--- src/rtl/uart_prog_ctrl.sv ---
// UART program-load controller: assembles big-endian bytes into 32-bit words,
// writes them to the instruction ROM while the core is held, then releases it.
module uart_prog_ctrl #(
  parameter int ADDR_W     = 14,
  parameter int MAX_WORDS  = 16384,
  parameter int TIMEOUT    = 1000000,
  parameter int RST_CYCLES = 4
) (
  input  logic              clock,
  input  logic              reset,
  input  logic              start_pg,
  input  logic              rx_valid,
  input  logic [7:0]        rx_data,
  input  logic [ADDR_W-1:0] fetch_addr,
  output logic              rom_we,
  output logic [ADDR_W-1:0] rom_addr,
  output logic [31:0]       rom_wdata,
  output logic              cpu_hold,
  output logic              cpu_rst,
  output logic              busy,
  output logic              err,
  output logic [ADDR_W:0]   word_cnt
);

  localparam int IDLE_W = $clog2(TIMEOUT + 1);
  localparam int RC_W   = $clog2(RST_CYCLES + 1);
  localparam logic [IDLE_W-1:0] IDLE_MAX = IDLE_W'(TIMEOUT - 1);
  localparam logic [RC_W-1:0]   RC_LAST  = RC_W'(RST_CYCLES - 1);

  typedef enum logic [2:0] {RUN, HDR_HI, HDR_LO, DATA, RELEASE, ERROR} state_e;

  state_e              state_q, state_d;
  logic [15:0]         len_q, len_d;
  logic [1:0]          byte_idx_q, byte_idx_d;
  logic [23:0]         asm_q, asm_d;
  logic [ADDR_W-1:0]   word_idx_q, word_idx_d;
  logic [ADDR_W:0]     word_cnt_q, word_cnt_d;
  logic [IDLE_W-1:0]   idle_q, idle_d;
  logic [RC_W-1:0]     rc_q, rc_d;
  logic                rom_we_q, rom_we_d;
  logic [31:0]         rom_wdata_q, rom_wdata_d;
  logic                hold_q, hold_d;
  logic                err_q, err_d;

  logic [15:0]         hdr_len;
  logic [16:0]         cnt_next;
  logic                timeout;

  assign hdr_len  = {len_q[15:8], rx_data};
  assign cnt_next = 17'(word_cnt_q) + 17'd1;

  always_comb begin
    state_d     = state_q;
    len_d       = len_q;
    byte_idx_d  = byte_idx_q;
    asm_d       = asm_q;
    word_idx_d  = word_idx_q;
    word_cnt_d  = word_cnt_q;
    idle_d      = idle_q;
    rc_d        = rc_q;
    rom_we_d    = 1'b0;
    rom_wdata_d = rom_wdata_q;
    err_d       = err_q;
    timeout     = 1'b0;

    if (state_q == HDR_HI || state_q == HDR_LO || state_q == DATA) begin
      if (rx_valid)              idle_d  = '0;
      else if (idle_q == IDLE_MAX) timeout = 1'b1;
      else                       idle_d  = idle_q + 1'b1;
    end

    // The write issued last cycle retires now, advancing the address.
    if (rom_we_q) begin
      word_idx_d = word_idx_q + 1'b1;
      word_cnt_d = word_cnt_q + 1'b1;
    end

    case (state_q)
      RUN, ERROR: begin
        if (start_pg) begin
          state_d    = HDR_HI;
          err_d      = 1'b0;
          word_cnt_d = '0;
          word_idx_d = '0;
          byte_idx_d = '0;
          idle_d     = '0;
        end
      end
      HDR_HI: begin
        if (timeout) state_d = ERROR;
        else if (rx_valid) begin
          len_d[15:8] = rx_data;
          state_d     = HDR_LO;
        end
      end
      HDR_LO: begin
        if (timeout) state_d = ERROR;
        else if (rx_valid) begin
          len_d = hdr_len;
          if (hdr_len == 16'd0) begin
            state_d = RELEASE;
            rc_d    = '0;
          end else if (32'(hdr_len) > MAX_WORDS) begin
            state_d = ERROR;
          end else begin
            state_d = DATA;
          end
        end
      end
      DATA: begin
        if (rom_we_q && cnt_next == {1'b0, len_q}) begin
          state_d = RELEASE;
          rc_d    = '0;
        end else if (timeout) begin
          state_d = ERROR;
        end else if (rx_valid) begin
          byte_idx_d = byte_idx_q + 1'b1;
          if (byte_idx_q == 2'd3) begin
            rom_wdata_d = {asm_q, rx_data};
            rom_we_d    = 1'b1;
          end else begin
            asm_d = {asm_q[15:0], rx_data};
          end
        end
      end
      RELEASE: begin
        if (rc_q == RC_LAST) state_d = RUN;
        else                 rc_d    = rc_q + 1'b1;
      end
      default: state_d = RUN;
    endcase

    if (state_d == ERROR) err_d = 1'b1;
    hold_d = (state_d != RUN);
  end

  always_ff @(posedge clock or posedge reset) begin
    if (reset) begin
      state_q     <= RUN;
      len_q       <= '0;
      byte_idx_q  <= '0;
      asm_q       <= '0;
      word_idx_q  <= '0;
      word_cnt_q  <= '0;
      idle_q      <= '0;
      rc_q        <= '0;
      rom_we_q    <= 1'b0;
      rom_wdata_q <= '0;
      hold_q      <= 1'b0;
      err_q       <= 1'b0;
    end else begin
      state_q     <= state_d;
      len_q       <= len_d;
      byte_idx_q  <= byte_idx_d;
      asm_q       <= asm_d;
      word_idx_q  <= word_idx_d;
      word_cnt_q  <= word_cnt_d;
      idle_q      <= idle_d;
      rc_q        <= rc_d;
      rom_we_q    <= rom_we_d;
      rom_wdata_q <= rom_wdata_d;
      hold_q      <= hold_d;
      err_q       <= err_d;
    end
  end

  // Hold, core reset and busy are all "not in RUN", so they share one flop.
  assign cpu_hold  = hold_q;
  assign cpu_rst   = hold_q;
  assign busy      = hold_q;
  assign err       = err_q;
  assign rom_we    = rom_we_q;
  assign rom_wdata = rom_wdata_q;
  assign word_cnt  = word_cnt_q;
  assign rom_addr  = hold_q ? word_idx_q : fetch_addr;

endmodule

--- config.mk ---
export PLATFORM = sky130hd
export DESIGN_NAME = uart_prog_ctrl
export DESIGN_NICKNAME = d
export VERILOG_FILES = /design/src/rtl/uart_prog_ctrl.sv
export SDC_FILE = /design/constraint.sdc
export NUM_CORES = 1
export LEC_CHECK = 0
export BUFFER_PORTS_ARGS = -buffer_cell sky130_fd_sc_hd__buf_2
export CORE_MARGIN = 8
export CORE_UTILIZATION = 62
export CTS_CLUSTER_SIZE = 14
export DETAILED_ROUTE_END_ITERATION = 6
export PLACE_DENSITY_LB_ADDON = 0.1
export SKIP_LAST_GASP = 1
export SYNTH_ARGS = -nofsm -noshare
export SYNTH_HDL_FRONTEND = slang
export SYNTH_SLANG_ARGS = --single-unit
--- constraint.sdc ---
create_clock -name clock -period 7.05 [get_ports clock]
set_input_delay 0.705 -clock clock [delete_from_list [all_inputs] [get_ports clock]]
set_output_delay 0.705 -clock clock [all_outputs]
set_load 0.01 [all_outputs]
==> flow_summary.json <==
{
  "outcome": "finished, final reports clean",
  "antenna_found_initial": 0,
  "drc_errors": 0,
  "dieArea_um2": 14200,
  "fmax_mhz": 294,
  "peakVddDrop_v": 0.000244,
  "yosysMostFrequentCell": "dfrtp_1",
  "sw_frac_of_total_pct": 34.0,
  "ys_async_sr_fraction_pct": 100,
  "cp_max_fo": 33,
  "synth_area_per_cell_um2": 11.7,
  "die_x_um": 119,
  "yosysWarningCount": 0,
  "p_comb_share_pct": 29.1,
  "worstSetupPathType": "reg -> reg",
  "cp.arrival_ns": 3.79,
  "clockPowerShare_pct": 28.8,
  "synth_cell_types": 62,
  "finalSetupTns_ns": 0,
  "rsz0062_at_grt": "no",
  "cts_resized": 0,
  "start_kind": "register",
  "final_net_count": 683,
  "start_util_pct": 63.7,
  "power_frac_seq_pct": 42.1,
  "cts_hold_buf": 0,
  "hpwl_um": 9560,
  "place_congestion": 0.872,
  "reg2reg_depth": 7,
  "worstHoldPathType": "in -> async",
  "grt_max_degree": 91,
  "finalHoldViolations": 0,
  "overflow": 0,
  "required_ns": 7.44,
  "p_int_uw": 1970,
  "cts_setup_buffers": 0,
  "met2_length_um": 6920,
  "power_density_nw_per_um2": 392,
  "clock_sinks": 132,
  "clock_latency_ns": 0.52,
  "cts-htree-levels": 4,
  "drt_wl_total_um": 14100,
  "synth.net_count": 593,
  "switchingPower_uw": 1010,
  "synth_edf_count": 0,
  "initialDrtViolationCount": 288,
  "cts_tree": "done",
  "drv_cap": 0,
  "dr.max_layer_used": "met4",
  "ant_nets": 0,
  "rows": 37,
  "io_buffers": 91,
  "min_period_over_period_pct": 48.3,
  "clock_skew_ns": 0.00972,
  "numCtsBuffers": 17,
  "core_area_um2": 10300,
  "power_leakage_uw": 0.00360,
  "end_kind": "register",
  "setup_ws_ns": 3.65,
  "synth_largest_area_cell": "dfrtp_1",
  "ys_seq_elements": 132,
  "antenna_cells": 0,
  "clk_pin_slew_ns": 0.06,
  "die_h_um": 119,
  "io_pins": 92,
  "grt_usage_pct": 20.8,
  "fin_hold_ws_ns": 0.232,
  "setup_viol": 0,
  "fill_cells": 721,
  "grt_pass1_vias": 4832,
  "dr_wl_met3_um": 778,
  "via_count": 4682,
  "wl_per_cell_um": 17.6,
  "grt_pass1_wl_um": 24200,
  "clk_path_buf_depth": 2,
  "synth_cells": 561,
  "netlist_area_um2": 6580,
  "yosysTopAreaCellShare_pct": 50.2,
  "drv_slew": 0,
  "power.total_uw": 2990,
  "vias_per_cell": 5.85,
  "synthFlopType": "dfrtp_1",
  "yosysSeqAreaShare_pct": 50.2,
  "synthTopCellsByArea": "dfrtp_1, mux2_2, mux2_1",
  "utilization_pct": 73.8,
  "layout-drive-gt1-share_pct": 31.2,
  "firstDrtPassIters": 5,
  "tightestPinTransition_ns": 1.28,
  "area_growth_pct": 15.8,
  "dpl_worst_slack_ns": 3.63,
  "finalCriticalPeriod_ns": 3.40,
  "slew_headroom_pct": 14.5,
  "cts_root_buf": "clkbuf_8",
  "netlist_top_cells_count": "dfrtp_1, mux2_2, nor2_1, nand2_1",
  "wl_met1_um": 6250
}
## area by class of cell
class	count	area (um2)	share of cell area (%)
Inverter	12	47.5	0.624
Multi-Input combinational cell	396	3050	40.0
Sequential cell	132	3300	43.4
Tap cell	136	170	2.23
Timing Repair Buffer	92	463	6.08
Clock inverter	13	151	1.99
Clock buffer	19	432	5.67
## worst paths after layout
path,start,end,slack [ns]
worst max-delay path,word_cnt[0],rom_wdata[5],3.65
worst min-delay path,reset,idle_q[1],0.23
worst max register to register,word_cnt[0],rom_wdata[5],3.65
worst min register to register,asm_q[17],rom_wdata[25],0.48
max in group asynchronous,reset,len_q[14],5.33
min in group clock,rx_data[7],rom_wdata[7],0.48
## critical path: stages, from the launching register on
cell	delay, ns
dfrtp_1	0.53
ha_1	0.29
nand3_1	0.21
o31a_2	0.35
o311a_2	0.40
o2111ai_4	0.36
nand4_4	0.56
mux2_1	0.55
## power by group through the flow
stage               Clock (uW)  Combinational, uW  Sequential (uW)
global route               904                956             1300
CTS                        871                883             1250
detailed placement           0                867             1260
global placement             0                838             1250
floorplan                    0                659             1210
finish                     861                870             1260
## per-layer routing
layer  track usage (%)  up-vias
li1                  -     2193
met1              26.5     2327
met2              33.6      144
met3              5.86       18
met4              6.48        0
met5                 0        -
## layout by cell type (no fill, tap or decap), types with 4 or more instances in the layout
| master | Yosys | routed |
|---|---|---|
| a21oi_1 | 13 | 13 |
| a32o_1 | 4 | 4 |
| and2_1 | 5 | 5 |
| and3_1 | 11 | 11 |
| buf_2 | 0 | 91 |
| clkbuf_16 | 0 | 16 |
| clkinv_4 | 0 | 4 |
| clkinvlp_4 | 0 | 4 |
| dfrtp_1 | 132 | 132 |
| ha_1 | 6 | 6 |
| inv_1 | 12 | 11 |
| mux2_1 | 29 | 29 |
| mux2_2 | 58 | 58 |
| mux2i_1 | 4 | 4 |
| nand2_1 | 31 | 31 |
| nand3_1 | 15 | 15 |
| nand4_1 | 14 | 14 |
| nor2_1 | 54 | 54 |
| nor3_1 | 5 | 5 |
| nor3b_1 | 5 | 5 |
| nor4_1 | 8 | 8 |
| o21ai_0 | 17 | 17 |
| o22ai_1 | 4 | 4 |
| or3_1 | 7 | 7 |
| or4_1 | 6 | 6 |
| xnor2_1 | 24 | 24 |
| xor2_1 | 29 | 29 |
## per-stage QoR
stage	cells	cell area, um2
6_report	800	7620
5_1_grt	800	7620
4_1_cts	800	7620
3_5_place_dp	768	7030
3_3_place_gp	768	7030
2_1_floorplan	561	6580
## registers in the layout (all words and copies together) (netlist names), 2 cells and up
signal,cells
rom_wdata,32
asm_q,24
idle_q,20
len_q,16
word_cnt,15
word_idx_q,14
rc_q,3
state_q,3
byte_idx_q,2
## cell families (layout without fill, tap and decap cells)
group | count (synthesis) | count (layout) | synth area share [%]
DFF | 132 | 132 | 50.2
buffers and inverters | 33 | 136 | 3.41
and+or+nand+nor | 183 | 183 | 15.6
AOI/OAI and AO/OA | 63 | 63 | 7.10
muxes | 91 | 91 | 15.5
adders and majority gates | 6 | 6 | 1.14
xor gates and xnor gates | 53 | 53 | 7.06
Power figures use the tool's default switching activity.
